$ cat src/rtl/rca_seq16_ctrl.sv
// rca_seq16_ctrl: sequential W-bit adder (W = 4*NIB) that reuses a single
// 4-bit ripple-carry adder, one nibble per cycle, LSB nibble first.
// Handshake: start_valid/start_ready to load operands, res_valid/res_ready
// to hand off the result.
// Optional feature: define RCA_SEQ_SUB_EN to add a 'sub' input that turns
// the operation into op_a - op_b (op_a + ~op_b + 1, cin ignored, cout=1
// meaning no borrow).

// 4-bit ripple-carry adder built from a chain of full adders.
module rca_4 (
  input  logic [3:0] a,
  input  logic [3:0] b,
  input  logic       cin,
  output logic [3:0] sum,
  output logic       carry
);

  logic [4:0] c;

  assign c[0] = cin;

  // One full adder per bit, carry rippling upward.
  for (genvar gi = 0; gi < 4; gi++) begin : g_fa
    assign sum[gi]  = a[gi] ^ b[gi] ^ c[gi];
    assign c[gi+1]  = (a[gi] & b[gi]) | (a[gi] & c[gi]) | (b[gi] & c[gi]);
  end

  assign carry = c[4];

endmodule

module rca_seq16_ctrl #(
  parameter int NIB = 4
) (
  input  logic              clk,
  input  logic              rst,
  input  logic              start_valid,
  output logic              start_ready,
  input  logic [4*NIB-1:0]  op_a,
  input  logic [4*NIB-1:0]  op_b,
  input  logic              cin,
`ifdef RCA_SEQ_SUB_EN
  input  logic              sub,
`endif
  output logic              res_valid,
  input  logic              res_ready,
  output logic [4*NIB-1:0]  result,
  output logic              cout,
  output logic              busy
);

  localparam int W  = 4 * NIB;
  localparam int IW = $clog2(NIB);

  typedef enum logic [1:0] {IDLE, RUN, DONE} state_t;

  state_t          state_q, state_d;
  logic [W-1:0]    a_q, a_d;
  logic [W-1:0]    b_q, b_d;
  logic [W-1:0]    result_q, result_d;
  logic            carry_q, carry_d;
  logic [IW-1:0]   idx_q, idx_d;

  logic [3:0]      nib_a, nib_b, nib_sum;
  logic            nib_carry;

  // Operand/carry as loaded on accept; subtraction pre-inverts op_b and
  // forces the carry-in so the datapath itself only ever adds.
  logic [W-1:0]    b_load;
  logic            c_load;

`ifdef RCA_SEQ_SUB_EN
  assign b_load = sub ? ~op_b : op_b;
  assign c_load = sub ? 1'b1  : cin;
`else
  assign b_load = op_b;
  assign c_load = cin;
`endif

  // Select the current nibble of each registered operand.
  always_comb begin
    nib_a = '0;
    nib_b = '0;
    for (int i = 0; i < NIB; i++) begin
      if (idx_q == IW'(i)) begin
        nib_a = a_q[4*i +: 4];
        nib_b = b_q[4*i +: 4];
      end
    end
  end

  rca_4 u_rca (
    .a     (nib_a),
    .b     (nib_b),
    .cin   (carry_q),
    .sum   (nib_sum),
    .carry (nib_carry)
  );

  // Next-state and datapath update for the IDLE/RUN/DONE sequence.
  always_comb begin
    state_d  = state_q;
    a_d      = a_q;
    b_d      = b_q;
    result_d = result_q;
    carry_d  = carry_q;
    idx_d    = idx_q;
    case (state_q)
      IDLE: begin
        if (start_valid) begin
          a_d      = op_a;
          b_d      = b_load;
          carry_d  = c_load;
          idx_d    = '0;
          result_d = '0;
          state_d  = RUN;
        end
      end
      RUN: begin
        for (int i = 0; i < NIB; i++) begin
          if (idx_q == IW'(i)) result_d[4*i +: 4] = nib_sum;
        end
        carry_d = nib_carry;
        if (idx_q == IW'(NIB - 1)) begin
          // Index wraps to 0 so it never goes past the last nibble.
          idx_d   = '0;
          state_d = DONE;
        end else begin
          idx_d = idx_q + IW'(1);
        end
      end
      DONE: begin
        // Result holds; no new request is taken here, only the hand-off.
        if (res_ready) state_d = IDLE;
      end
      default: state_d = IDLE;
    endcase
  end

  // State and datapath registers with asynchronous reset.
  always_ff @(posedge clk or posedge rst) begin
    if (rst) begin
      state_q  <= IDLE;
      a_q      <= '0;
      b_q      <= '0;
      result_q <= '0;
      carry_q  <= 1'b0;
      idx_q    <= '0;
    end else begin
      state_q  <= state_d;
      a_q      <= a_d;
      b_q      <= b_d;
      result_q <= result_d;
      carry_q  <= carry_d;
      idx_q    <= idx_d;
    end
  end

  assign start_ready = (state_q == IDLE);
  assign res_valid   = (state_q == DONE);
  assign busy        = (state_q != IDLE);
  assign result      = result_q;
  assign cout        = carry_q;

endmodule

$ cat config.mk
export PLATFORM = sky130hd
export DESIGN_NAME = rca_seq16_ctrl
export DESIGN_NICKNAME = d
export VERILOG_FILES = /design/src/rtl/rca_seq16_ctrl.sv
export SDC_FILE = /design/constraint.sdc
export NUM_CORES = 1
export LEC_CHECK = 0
export ABC_CLOCK_PERIOD_IN_PS = 4200
export CAP_MARGIN = 20
export CORE_MARGIN = 2
export CORE_UTILIZATION = 51
export DETAILED_ROUTE_END_ITERATION = 8
export GPL_ROUTABILITY_DRIVEN = 0
export PLACE_DENSITY_LB_ADDON = 0.3
export SLEW_MARGIN = 10
export SYNTH_ARGS = -nofsm -noshare
export SYNTH_HDL_FRONTEND = slang
export SYNTH_SLANG_ARGS = --single-unit
$ cat constraint.sdc
create_clock -name clk -period 4.2 [get_ports clk]
set_clock_uncertainty 0.1 [all_clocks]
set_input_delay 0.84 -clock clk [delete_from_list [all_inputs] [get_ports clk]]
set_output_delay 0.84 -clock clk [all_outputs]
set_load 0.01 [all_outputs]
==> metrics, run 1 <==
status finished, final reports clean; GRT overflow 0; LEAKAGE 1.45 nW; Net Count, Synth 267; post-route ant nets 0; Synth Instances ~220; worst-case clock buffer depth 2; CP Launch Type flop; Worst-path clk slew roughly 90 ps; Clock Latency Late Sink 310 ps; Post-Syn Area between 2000 and 3000 sq um; buffers plus inverters on the worst setup path 2; first-pass GRT wire length just over 9000 um; Core Area 5110 sq um; reg-to-reg slack, setup approximately 540 ps; Critical Path RT 4290 ps; Initial Util 52.7%; MaxCap Viol Count 0; final core occ between 60% and 70%; Seq/Total Area, Yosys about half; port buffer count 56; final setup fails 0; Worst slew margin roughly half; Synth area leader dfrtp_1; number of synthesized register bits 53; Final period util between 80% and 90%; Yosys Warn Count 0; Setup CP Type flop to flop; final instance area ~3400 sq um; Synth area leaders dfrtp_1 (49%), mux2_4 (17%), nand2_1 (5.7%); Tmin final ~3700 ps; clock sinks 53; Most used DFF post-synth dfrtp_1; FF-to-FF path depth 12; min-delay src b_q[11]; ant diodes 0; Total GRT Usage between 10% and 20%; CP top delay family adder cells; largest net degree at the start of global routing between 50 and 60; endpoints failing hold 0; crit end category flop; total power around 2.8 mW; CTS tree built; fin nets 320; Total Wirelength ~5200 um; placed inst area around 3200 sq um; post-synth top area share a little under 50%; CTS root buf clkbuf_8; postcts setup bufs 0; chip height between 70 and 80 um; pin slew with the least headroom to its limit 737 ps; FP Rows 26; Async S/R FF share, synth 100%; # resized after CTS 0; Reg2Reg Launch Point idx_q[0]; post-route setup TNS 0 ps; Worst Setup SP idx_q[0]; Slew Limit Fails 0; CTS Buf Count 5; share of layout cells above drive strength 1 between 10% and 20%; Placed Instances about 340; WL per Instance approximately 15 um; RSZ-0062 raised after global routing no; most common cell after layout, fill and taps aside clkdlybuf4s50_1; fin cells about 350; Hold Crit Depth 1; Area growth syn-to-layout 25.1%; hold path endpoint b_q[11]; initial antenna violation count 0; CP Cell Sequence ha_1, or2_0, a221oi_1, a221oi_1, fa_1, inv_1, fa_1, fa_1, inv_1, fa_1, nand2b_1, o211ai_1; post-synth cell types 30; peak supply drop approximately 0.38 mV; Post-route DRC 0; most frequent cells in the layout clkdlybuf4s50_1 (56), dfrtp_1 (53), nand2_1 (41), mux2_4 (30), o211ai_1 (19); Initial DRT Pass Iterations 4; hold_buf cts 0; H-tree depth 2; Worst Path Max Fanout 13; total number of vias roughly 1800; reg-to-reg endpoint result[15]; Crit path largest cell delay between 400 and 500 ps; I/O pin count 57; Iteration-0 DRC Markers roughly 140; number of synthesized flops with an enable pin 0; DP HPWL about 3900 um; PD cells between 800 and 900 nW/um^2; vias in the first global route 1906; Worst path slowest cell ha_1; Worst EP arrival around 3800 ps; Mapped Avg Cell Area ~12 sq um; CP Depth 12; drt via density around 5.3; die width 76.7 um; fmax about 0.27 GHz; worst min path class flop to flop; Die ar. just under 6000 sq um; Critical Path Most Common Cell fa_1
==> per-layer routing <==
layer / wire, um / track usage (%)
met5: 0 / 0
met4: 68 / 6.00
met3: 194 / 4.47
met2: 2510 / 32.1
met1: 2440 / 26.6
==> cell type report <==
type                            instances  area, sq um
Clock buffer                            7         86.3
Tap cell                               70         87.6
Fill cell                             406         1740
Clock inverter                          1         30.0
Sequential cell                        53         1330
Timing Repair Buffer                   57          581
Inverter                               12         45.0
Multi-Input combinational cell        146         1210
==> how the worst max path moves through the flow <==
stage | end | slack, ps
global placement | result[15] | 700
global route | result[3] | 310
detailed placement | result[15] | 560
CTS | result[15] | 540
finish | result[15] | 540
floorplan | result[15] | 880
==> registers in the layout, summed over array words and instances (netlist names) <==
register	count
a_q	16
b_q	16
cout	1
idx_q	2
result	16
state_q	2
==> worst reg2reg max path, cell delays in order, from the launching register on <==
cell and delay [ps]:
dfrtp_1 430, ha_1 470, or2_0 390, a221oi_1 100, a221oi_1 310, fa_1 230, inv_1 50, fa_1 380
fa_1 380, inv_1 80, fa_1 400, nand2b_1 150, o211ai_1 100
==> synthesized netlist by cell type (all sizes together) (4+ instances only) <==
master,count
a221oi,6
mux2,32
nor2,10
inv,12
nor2b,7
o211ai,19
nand2,41
fa,4
buf,8
ha,4
dfrtp,53
==> stage by stage <==
| stage | worst slack (ps) | hold WS [ps] |
|---|---|---|
| 6_report | 537 | 419 |
| 3_3_place_gp | 702 | 396 |
| 5_1_grt | 307 | 433 |
| 2_1_floorplan | 884 | 381 |
| 3_5_place_dp | 561 | 400 |
| 4_1_cts | 544 | 423 |
==> where the power goes <==
| part | total (mW) | internal [mW] | switching [mW] |
|---|---|---|---|
| Combinational | 1.49 | 0.756 | 0.731 |
| Clock | 0.361 | 0.194 | 0.166 |
| Sequential | 0.936 | 0.750 | 0.186 |
==> cell families after synthesis <==
group,share of synthesized area [%]
flip-flops,49.2
AND/OR/NAND/NOR,11.3
buffers and inverters,5.71
AO/OA/AOI/OAI,11.4
multiplexers,17.6
adder cells (fa/ha/maj),4.83
(Power assumes the default switching activity.)
==> inputs of run 2 (changes only) <==
ABC_CLOCK_PERIOD_IN_PS = 4000   (was 4200)
clock period = 4 ns   (was 4.2 ns; I/O delays follow)
==> metrics, run 2 (synthesis results as in run 1) <==
met3 routed WL 172 um (was 194 um); endpoints failing hold 0 (unchanged); DR WL met2 2520 um (was 2510 um); WL per Instance 14.9 um (was 15.1 um); fin cells 348 (was 346); largest net degree at the start of global routing 54 (unchanged); LEAKAGE 1.46 nW (was 1.45 nW); pin slew with the least headroom to its limit 753 ps (was 737 ps); CP Launch Type flop (unchanged); Critical Path RT 4080 ps (was 4290 ps); MaxCap Viol Count 0 (unchanged); die width 76.7 um (unchanged); most frequent cells in the layout clkdlybuf4s50_1 (56), dfrtp_1 (53), nand2_1 (41), mux2_4 (30), o211ai_1 (19) (unchanged); Worst slew margin 49.7% (was 50.8%); # resized after CTS 0 (unchanged); Iteration-0 DRC Markers 78 (was 143); CTS Buf Count 5 (unchanged); CTS tree built (unchanged); H-tree depth 2 (unchanged); clock sinks 53 (unchanged); drt via density 5.21 (was 5.26); Die ar. 5880 sq um (unchanged); I/O pin count 57 (unchanged); ant diodes 0 (unchanged); CTS root buf clkbuf_8 (unchanged); most common cell after layout, fill and taps aside clkdlybuf4s50_1 (unchanged); Top Layer Used met4 (unchanged); first-pass GRT wire length 9080 um (was 9240 um); Tmin final 3690 ps (was 3660 ps); peak supply drop 0.476 mV (was 0.377 mV); Setup CP Type flop to flop (unchanged); status finished, final reports clean (unchanged); buffers plus inverters on the worst setup path 3 (was 2); Worst path slowest cell dfrtp_1 (was ha_1); Final period util 92.2% (was 87.2%); fin nets 322 (was 320); Worst-path clk slew 90 ps (about the same); Total Wirelength 5170 um (was 5220 um); crit end category flop (unchanged); total number of vias 1812 (was 1820); FP Rows 26 (unchanged); Area growth syn-to-layout 25.8% (was 25.1%); Placed Instances 339 (was 337); pre-CTS setup slack 371 ps (was 561 ps); Clock Latency Late Sink 310 ps (about the same); final setup fails 0 (unchanged); Post-route DRC 0 (unchanged); worst min path class flop to flop (unchanged); Critical Path Most Common Cell fa_1 (unchanged); Core Area 5110 sq um (unchanged); post-route ant nets 0 (unchanged); reg-to-reg slack, setup 310 ps (was 540 ps); postcts setup bufs 0 (unchanged); initial antenna violation count 0 (unchanged); total power 2.96 mW (was 2.78 mW); Total GRT Usage 19.2% (was 19.8%); post-route setup TNS 0 ps (unchanged); DP HPWL 3900 um (was 3910 um); final worst slack 312 ps (was 537 ps); CP Cell Sequence inv_1, ha_1, nor2b_1, a221oi_1, a221oi_1, fa_1, inv_1, fa_1, fa_1, inv_1, fa_1, nand2b_1, o211ai_1 (was ha_1, or2_0, a221oi_1, a221oi_1, fa_1, inv_1, fa_1, fa_1, inv_1, fa_1, nand2b_1, o211ai_1); CP top delay family adder cells (unchanged); vias in the first global route 1834 (was 1906); chip height 76.7 um (unchanged); Worst Path Max Fanout 6 (was 13); fill count 412 (was 406); Slew Limit Fails 0 (unchanged); fmax 0.271 GHz (was 0.273 GHz); Worst EP arrival 3770 ps (was 3750 ps); WL met1 2420 um (was 2440 um); worst-case clock buffer depth 2 (unchanged); share of layout cells above drive strength 1 17.6% (was 16.7%); RSZ-0062 raised after global routing no (unchanged); hold_buf cts 0 (unchanged); port buffer count 56 (unchanged); Initial DRT Pass Iterations 4 (unchanged); GRT overflow 0 (unchanged); Crit path largest cell delay 430 ps (was 470 ps); Initial Util 52.7% (unchanged); PD cells 874 nW/um^2 (was 826 nW/um^2)
run 2: changes by cell type in the layout (fill, tap and decap cells not counted), sizes merged:
| cell | delta |
|---|---|
| buf | +2 |
| clkbuf | -1 |
| clkinvlp | +1 |
run 2: final cells by class:
cell class | instances | area (sq um) | share of cell area (%)
multi-input combinational | 146 | 1210 | 35.8
tap | 70 | 87.6 | 2.58
clock buffer | 6 | 82.6 | 2.44
timing repair buffer | 59 | 596 | 17.6
inverter | 12 | 45.0 | 1.33
clock inverter | 2 | 37.5 | 1.11
sequential | 53 | 1330 | 39.1
run 2: power breakdown:
part	leakage (nW)	total, mW	switching (mW)	internal, mW
clock network	0.0574	0.377	0.174	0.204
registers	0.650	0.984	0.197	0.787
logic	0.751	1.60	0.785	0.813
run 2: path summary, 6_finish.rpt:
check                           startpoint         end  depth (start not counted)
min in group asynchronous              rst   result[4]                          2
max in group asynchronous              rst    idx_q[1]                          3
worst max-delay path              idx_q[0]  result[15]                         13
worst min register to register      a_q[7]      a_q[7]                          1
worst max register to register    idx_q[0]  result[15]                         13
worst min-delay path                a_q[7]      a_q[7]                          1
run 2: metal layers:
metal,up-vias,global-route usage (%)
met2,50,30.7
met3,5,3.53
met1,872,27.1
met4,0,4.91
met5,-,0
li1,885,-
run 2: worst reg2reg max path, stage by stage, from the launching register on:
cell and delay [ps]:
dfrtp_1 430, inv_1 110, ha_1 260, nor2b_1 400
a221oi_1 140, a221oi_1 320, fa_1 230, inv_1 50
fa_1 410, fa_1 390, inv_1 90, fa_1 410
nand2b_1 150, o211ai_1 100
run 2: through the flow:
stage               util [%]  area (sq um)  hold slack [ps]
floorplan                  -          2690              381
global placement        63.6          3250              397
detailed placement      63.6          3250              399
CTS                     65.9          3370              424
global route            66.3          3390              434
finish                  66.3          3390              422
